===== src/rtl/i2c_wr_8bit_ctrl.sv =====
// i2c_wr_8bit_ctrl -- byte-level I2C master bit engine.
// Executes one command word per handshake: optional START, one byte write or
// read (8 data bits + ACK bit), optional STOP. SCL/SDA are open-drain and are
// driven through o/t pairs (t=1 releases the line, o is tied low).
// Ports:
//   clk, rst                 system clock, synchronous active-high reset
//   i_cmd_start/wdata/rdata/stop, i_wvalid, i_wdata[7:0], o_wready
//                            command/data handshake
//   o_rvalid, i_rready, o_rdata[7:0]  read byte handshake
//   o_busy, o_done, o_ack    status (o_ack = slave ACKed last written byte)
//   scl_i/sda_i, scl_o/sda_o, scl_t/sda_t  bus line levels and tri-state pairs
module i2c_wr_8bit_ctrl #(
  parameter int CLK_FREQ = 32,
  parameter int I2C_FREQ = 1
) (
  input  logic       clk,
  input  logic       rst,
  input  logic       i_cmd_start,
  input  logic       i_cmd_wdata,
  input  logic       i_cmd_rdata,
  input  logic       i_cmd_stop,
  input  logic       i_wvalid,
  output logic       o_wready,
  input  logic [7:0] i_wdata,
  output logic       o_rvalid,
  input  logic       i_rready,
  output logic [7:0] o_rdata,
  output logic       o_busy,
  output logic       o_done,
  output logic       o_ack,
  input  logic       scl_i,
  input  logic       sda_i,
  output logic       scl_o,
  output logic       sda_o,
  output logic       scl_t,
  output logic       sda_t
);

  localparam int QDIV_RAW = CLK_FREQ / (4 * I2C_FREQ);
  localparam int QDIV     = (QDIV_RAW < 1) ? 1 : QDIV_RAW;
  localparam int QW       = (QDIV > 1) ? $clog2(QDIV) : 1;
  localparam logic [QW-1:0] QLAST = QW'(QDIV - 1);

  typedef enum logic [2:0] {
    ST_IDLE, ST_START, ST_WRITE, ST_READ, ST_STOP, ST_DONE
  } state_t;

  state_t          state_q, state_d;
  logic [QW-1:0]   qcnt_q, qcnt_d;
  logic [1:0]      quarter_q, quarter_d;
  logic [3:0]      bit_q, bit_d;
  logic            c_start_q, c_start_d, c_wr_q, c_wr_d;
  logic            c_rd_q, c_rd_d, c_stop_q, c_stop_d;
  logic [7:0]      wdata_q, wdata_d, shreg_q, shreg_d, rdata_q, rdata_d;
  logic            rvalid_q, rvalid_d, ack_q, ack_d;
  logic            busy_q, busy_d, done_q, done_d, wready_q, wready_d;
  logic            scl_t_q, scl_t_d, sda_t_q, sda_t_d;
  logic            q_end, accept;

  // Phase that follows the current one, skipping phases not requested.
  function automatic state_t next_phase(input state_t cur, input logic wr,
                                        input logic rd, input logic stop);
    state_t n;
    n = ST_DONE;
    if (cur == ST_START || cur == ST_IDLE) begin
      if (wr)        n = ST_WRITE;
      else if (rd)   n = ST_READ;
      else if (stop) n = ST_STOP;
    end else if (cur == ST_WRITE || cur == ST_READ) begin
      if (stop) n = ST_STOP;
    end
    return n;
  endfunction

  always_comb begin
    state_d   = state_q;
    qcnt_d    = qcnt_q;
    quarter_d = quarter_q;
    bit_d     = bit_q;
    c_start_d = c_start_q;
    c_wr_d    = c_wr_q;
    c_rd_d    = c_rd_q;
    c_stop_d  = c_stop_q;
    wdata_d   = wdata_q;
    shreg_d   = shreg_q;
    rdata_d   = rdata_q;
    rvalid_d  = rvalid_q;
    ack_d     = ack_q;
    scl_t_d   = scl_t_q;
    sda_t_d   = sda_t_q;
    q_end     = 1'b0;
    accept    = wready_q & (i_cmd_start | i_cmd_wdata | i_cmd_rdata | i_cmd_stop)
              & (~i_cmd_wdata | i_wvalid);

    if (rvalid_q && i_rready) rvalid_d = 1'b0;

    unique case (state_q)
      ST_IDLE: begin
        if (accept) begin
          c_start_d = i_cmd_start;
          c_wr_d    = i_cmd_wdata;
          c_rd_d    = i_cmd_rdata & ~i_cmd_wdata;
          c_stop_d  = i_cmd_stop;
          wdata_d   = i_wdata;
          qcnt_d    = '0;
          quarter_d = '0;
          bit_d     = '0;
          state_d   = i_cmd_start ? ST_START
                    : next_phase(ST_IDLE, i_cmd_wdata, c_rd_d, i_cmd_stop);
        end
      end
      ST_DONE: state_d = ST_IDLE;
      default: begin
        // Slave clock stretching: Q2 holds while SCL is still seen low.
        if (!(quarter_q == 2'd2 && !scl_i)) begin
          if (qcnt_q == QLAST) begin
            qcnt_d = '0;
            q_end  = 1'b1;
          end else begin
            qcnt_d = qcnt_q + QW'(1);
          end
        end
        if (q_end) begin
          quarter_d = quarter_q + 2'd1;
          if (quarter_q == 2'd2) begin
            if (state_q == ST_READ && bit_q < 4'd8) begin
              shreg_d = {shreg_q[6:0], sda_i};
              if (bit_q == 4'd7) begin
                rdata_d  = {shreg_q[6:0], sda_i};
                rvalid_d = 1'b1;
              end
            end
            if (state_q == ST_WRITE && bit_q == 4'd8) ack_d = ~sda_i;
          end
          if (quarter_q == 2'd3) begin
            if ((state_q == ST_WRITE || state_q == ST_READ) && bit_q != 4'd8) begin
              bit_d = bit_q + 4'd1;
            end else begin
              bit_d   = '0;
              state_d = next_phase(state_q, c_wr_q, c_rd_q, c_stop_q);
            end
          end
        end
      end
    endcase

    // Line levels are decoded from the next-state values so the registered
    // outputs change on the same edge the quarter begins.
    unique case (state_d)
      ST_START: begin
        unique case (quarter_d)
          2'd0: sda_t_d = 1'b1;
          2'd1: begin scl_t_d = 1'b1; sda_t_d = 1'b1; end
          2'd2: begin scl_t_d = 1'b1; sda_t_d = 1'b0; end
          default: begin scl_t_d = 1'b0; sda_t_d = 1'b0; end
        endcase
      end
      ST_WRITE: begin
        scl_t_d = quarter_d[1];
        sda_t_d = (bit_d == 4'd8) ? 1'b1 : wdata_d[3'd7 - bit_d[2:0]];
      end
      ST_READ: begin
        scl_t_d = quarter_d[1];
        sda_t_d = (bit_d == 4'd8) ? c_stop_d : 1'b1;
      end
      ST_STOP: begin
        unique case (quarter_d)
          2'd0: begin scl_t_d = 1'b0; sda_t_d = 1'b0; end
          2'd3: begin scl_t_d = 1'b1; sda_t_d = 1'b1; end
          default: begin scl_t_d = 1'b1; sda_t_d = 1'b0; end
        endcase
      end
      ST_DONE: if (!c_stop_d) scl_t_d = 1'b0;
      default: ;
    endcase

    busy_d   = (state_d != ST_IDLE) && (state_d != ST_DONE);
    done_d   = (state_d == ST_DONE);
    wready_d = (state_d == ST_IDLE);
  end

  always_ff @(posedge clk) begin
    if (rst) begin
      state_q   <= ST_IDLE;
      qcnt_q    <= '0;
      quarter_q <= '0;
      bit_q     <= '0;
      c_start_q <= 1'b0;
      c_wr_q    <= 1'b0;
      c_rd_q    <= 1'b0;
      c_stop_q  <= 1'b0;
      wdata_q   <= '0;
      shreg_q   <= '0;
      rdata_q   <= '0;
      rvalid_q  <= 1'b0;
      ack_q     <= 1'b0;
      busy_q    <= 1'b0;
      done_q    <= 1'b0;
      wready_q  <= 1'b0;
      scl_t_q   <= 1'b1;
      sda_t_q   <= 1'b1;
    end else begin
      state_q   <= state_d;
      qcnt_q    <= qcnt_d;
      quarter_q <= quarter_d;
      bit_q     <= bit_d;
      c_start_q <= c_start_d;
      c_wr_q    <= c_wr_d;
      c_rd_q    <= c_rd_d;
      c_stop_q  <= c_stop_d;
      wdata_q   <= wdata_d;
      shreg_q   <= shreg_d;
      rdata_q   <= rdata_d;
      rvalid_q  <= rvalid_d;
      ack_q     <= ack_d;
      busy_q    <= busy_d;
      done_q    <= done_d;
      wready_q  <= wready_d;
      scl_t_q   <= scl_t_d;
      sda_t_q   <= sda_t_d;
    end
  end

  assign o_wready = wready_q;
  assign o_rvalid = rvalid_q;
  assign o_rdata  = rdata_q;
  assign o_busy   = busy_q;
  assign o_done   = done_q;
  assign o_ack    = ack_q;
  assign scl_o    = 1'b0;
  assign sda_o    = 1'b0;
  assign scl_t    = scl_t_q;
  assign sda_t    = sda_t_q;

endmodule


===== config.mk =====
export PLATFORM = sky130hd
export DESIGN_NAME = i2c_wr_8bit_ctrl
export DESIGN_NICKNAME = d
export VERILOG_FILES = /design/src/rtl/i2c_wr_8bit_ctrl.sv
export SDC_FILE = /design/constraint.sdc
export NUM_CORES = 1
export LEC_CHECK = 0
export ABC_AREA = 1
export CORE_AREA = 2 2 104 106
export DETAILED_ROUTE_END_ITERATION = 10
export DIE_AREA = 0 0 106 108
export PLACE_DENSITY_LB_ADDON = 0.25
export SYNTH_ARGS = -nofsm -noshare
export SYNTH_HDL_FRONTEND = slang
export SYNTH_SLANG_ARGS = --single-unit

===== constraint.sdc =====
create_clock -name clk -period 4.15 [get_ports clk]
set_input_delay 0.415 -clock clk [delete_from_list [all_inputs] [get_ports clk]]
set_output_delay 0.415 -clock clk [all_outputs]
set_load 0.05 [all_outputs]

==> results.md <==
- Status: completed
- Core area: 10,230 um2
- Largest net degree at the start of global routing: 26
- Final Util: 30.11%
- Total Power: 1.026 mW
- Pre-CTS setup slack: 1.531 ns
- Synth Register Bits: 45
- Setup Total Neg Slack: 0 ns
- IO Pins: 35
- Worst Setup Path Type: input port to flip-flop
- Max-slew headroom: 63.45%
- Clock share of power: 34.6%
- Chip Width: 106 um
- Part of the power in registers: 45.0%
- Async SR Flop Fraction: 0%
- Post-cts gate resize count: 0
- R2r startpoint: quarter_q[0]
- Sw Pwr: 0.3202 mW
- Adder-Cell Fraction of Synth Area: 4.478%
- Maxcap violations: 0
- WL/cell: 12.17 um
- Starting DRT DRC Count: 131
- Vias post-DR: 2,321
- Final Hold Fails: 0
- Worst endpoint data arrival time: 2.47 ns
- Synth Area in Compound Gates: 12.34%
- Fill count: 1,098
- Final nets: 413
- Yosys warning count: 0
- Drt drc: 0
- Most frequent cells in the layout: 69 x nand2_1, 45 x dfxtp_1, 43 x nor2_1, 41 x inv_1, 34 x nand3_1
- Worst-Skew Late Latency: 0.31 ns
- Worst path max stage delay: 0.51 ns
- Max-slew violation count: 0
- CP Data Required Time: 4.33 ns
- Hold-fix buffers, CTS: 0
- Vias per cell: 4.438
- Internal: 0.7057 mW
- # diodes: 0
- Post-synthesis mux area share: 0%
- Non-Filler Instances: 523
- Synthesized area per cell: 7.104 um2
- Worst Setup End Kind: flip-flop
- WL final: 6.365 mm
- Synth Area in Simple Gates: 37.71%
- CTS sink cnt: 45
- Die Ht: 108 um
- Row count: 37
- Initial core utilization: 24.58%
- Sequential element share of the synthesized area: 35.82%
- Post-route ant nets: 0
- Root buf cell: clkbuf_8
- CTS tree: done
- Most used DFF post-synth: dfxtp_1
- Critical Path Fanout Max: 13
- Placed cells: 515
- Largest family of logic cells by synthesized area: simple AND/OR/NAND/NOR gates
- GR Overflow Total: 0
- R2R depth: 10
- Final Cell Area: 3080 um2
- Clock buffer depth: 2
- PwrDens: 333.0 nW/um2
- Area added between synthesis and finish: 22.49%
- Router iterations before antenna repair: 4
- Hold_ws: 0.4540 ns
- Final setup margin: 1.864 ns
- Clock slew seen by the registers of the worst setup and hold paths: 0.09 ns
- Detailed Place HPWL: 4.804 mm
- Initial antenna violation count: 0
- Commonest non-fill, non-tap cell in the layout: nand2_1
- Crit. Startpoint: i_cmd_wdata
- Worst-margin pin slew: 0.5476 ns
- Class of the worst hold path: flip-flop to flip-flop
- Placed Area: 2964 um2
- Die area: 11,450 um2
- GP Congestion: 0.8571
- Lkg Pwr: 1.324 nW
- Min cycle time layout: 2.286 ns
- Final setup fails: 0
- Share of layout cells above drive strength 1: 12.66%
- CTS Buf Count: 5
- Most frequent CP cell: nand3_1
- Synth Area in XOR/XNOR: 0%
- CP Cell Sequence: clkdlybuf4s50_1 -> nor2_2 -> nand3_2 -> nand3_4 -> nand3_1 -> o21ai_1 -> inv_1 -> ha_1 -> nand3_1 -> nand3_1 -> nand3_1 -> nand3_1
- Worst r2r dst: o_rdata[2]
- CP Capture Point: scl_t
- Vias in the first global route: 2,312
- Fin crit share: 55.10%
- Gate Count Post-Synth: 354
- Mapped cell area: 2515 um2
- H-Tree Depth: 2
- Startpoint Class: input port
- Worst reg-to-reg setup slack: 1.92 ns
- Postcts setup bufs: 0
- Max Clock Freq: 437.4 MHz
- Clock skew: 0.004427 ns
- Comb pwr share: 20.4%
- All-Layer GR Usage: 12.03%
- Slowest CP cell: clkdlybuf4s50_1
- Sw frac: 31.21%
- Global-route wire length before repair: 11.12 mm
- Peak VDD IR: 0.1026 mV
- EDFF count, synth: 0
- Port buffer count: 32
- RSZ-0062 raised after global routing: false
- Distinct cells, synth: 33
## power by group through the flow
| stage | Sequential, mW | Combinational, mW | Clock [mW] |
|---|---|---|---|
| CTS | 0.462 | 0.212 | 0.368 |
| finish | 0.462 | 0.209 | 0.355 |
| detailed placement | 0.472 | 0.211 | 0 |
| floorplan | 0.491 | 0.129 | 0 |
| global route | 0.464 | 0.233 | 0.385 |
| global placement | 0.472 | 0.211 | 0 |
## worst min-delay path by stage
stage,start,end,cells after the start
after floorplan,shreg_q[6],shreg_q[6],2
after global routing,o_ack,o_ack,2
after CTS,o_ack,o_ack,2
after detailed placement,o_ack,o_ack,2
final,o_ack,o_ack,2
after global placement,o_ack,o_ack,2
## critical path, delay by kind of cell
kind | cells | cell delay, ns
AO/OA/AOI/OAI | 1 | 0.15
adder cells (fa/ha/maj) | 1 | 0.29
buffers and inverters | 2 | 0.62
AND/OR/NAND/NOR | 8 | 0.98
## cell usage after synthesis (5+ instances only)
| master | instances | area [um2] |
|---|---|---|
| dfxtp_1 | 45 | 900.9 |
| nand3_2 | 6 | 60.06 |
| nand4_1 | 8 | 50.05 |
| nand2_1 | 69 | 259.0 |
| inv_1 | 41 | 153.9 |
| clkbuf_1 | 5 | 18.77 |
| a21oi_1 | 18 | 90.09 |
| nand2_2 | 8 | 50.05 |
| nor2_1 | 43 | 161.4 |
| nand3_1 | 34 | 170.2 |
| o21ai_1 | 10 | 50.05 |
| ha_1 | 9 | 112.6 |
| inv_2 | 7 | 26.28 |
| o21ai_0 | 20 | 100.1 |
## cell type report
| cell class | instances | area [um2] | share of cell area [%] |
|---|---|---|---|
| Sequential cell | 45 | 900.9 | 29.24 |
| Timing Repair Buffer | 33 | 327.8 | 10.64 |
| Inverter | 49 | 186.4 | 6.052 |
| Clock buffer | 5 | 68.82 | 2.234 |
| Tap cell | 136 | 170.2 | 5.524 |
| Clock inverter | 3 | 47.55 | 1.543 |
| Multi-Input combinational cell | 252 | 1379 | 44.76 |
## sequential cells by signal, summed over array words and instances, names as in the netlist, 2 cells and up
register   count
shreg_q        7
bit_q          4
wdata_q        8
quarter_q      2
qcnt_q         3
o_rdata        8
state_q        3
## kinds of logic (layout without fill, tap and decap cells)
| logic type | Yosys count | count (layout) |
|---|---|---|
| flip-flops | 45 | 45 |
| AND/OR/NAND/NOR | 186 | 186 |
| AO/OA/AOI/OAI | 55 | 55 |
| adder cells (fa/ha/maj) | 9 | 9 |
| other | 1 | 2 |
| buffers and inverters | 58 | 90 |
## routing by layer
metal | track usage [%] | routed length, um | vias up
met5 | 0 | 0 | -
met4 | 2.914 | 56 | 0
met3 | 2.351 | 246 | 7
met2 | 21.29 | 3020 | 52
met1 | 15.10 | 3041 | 1058
li1 | - | - | 1204
No activity file was read; power rests on OpenSTA's default activity.
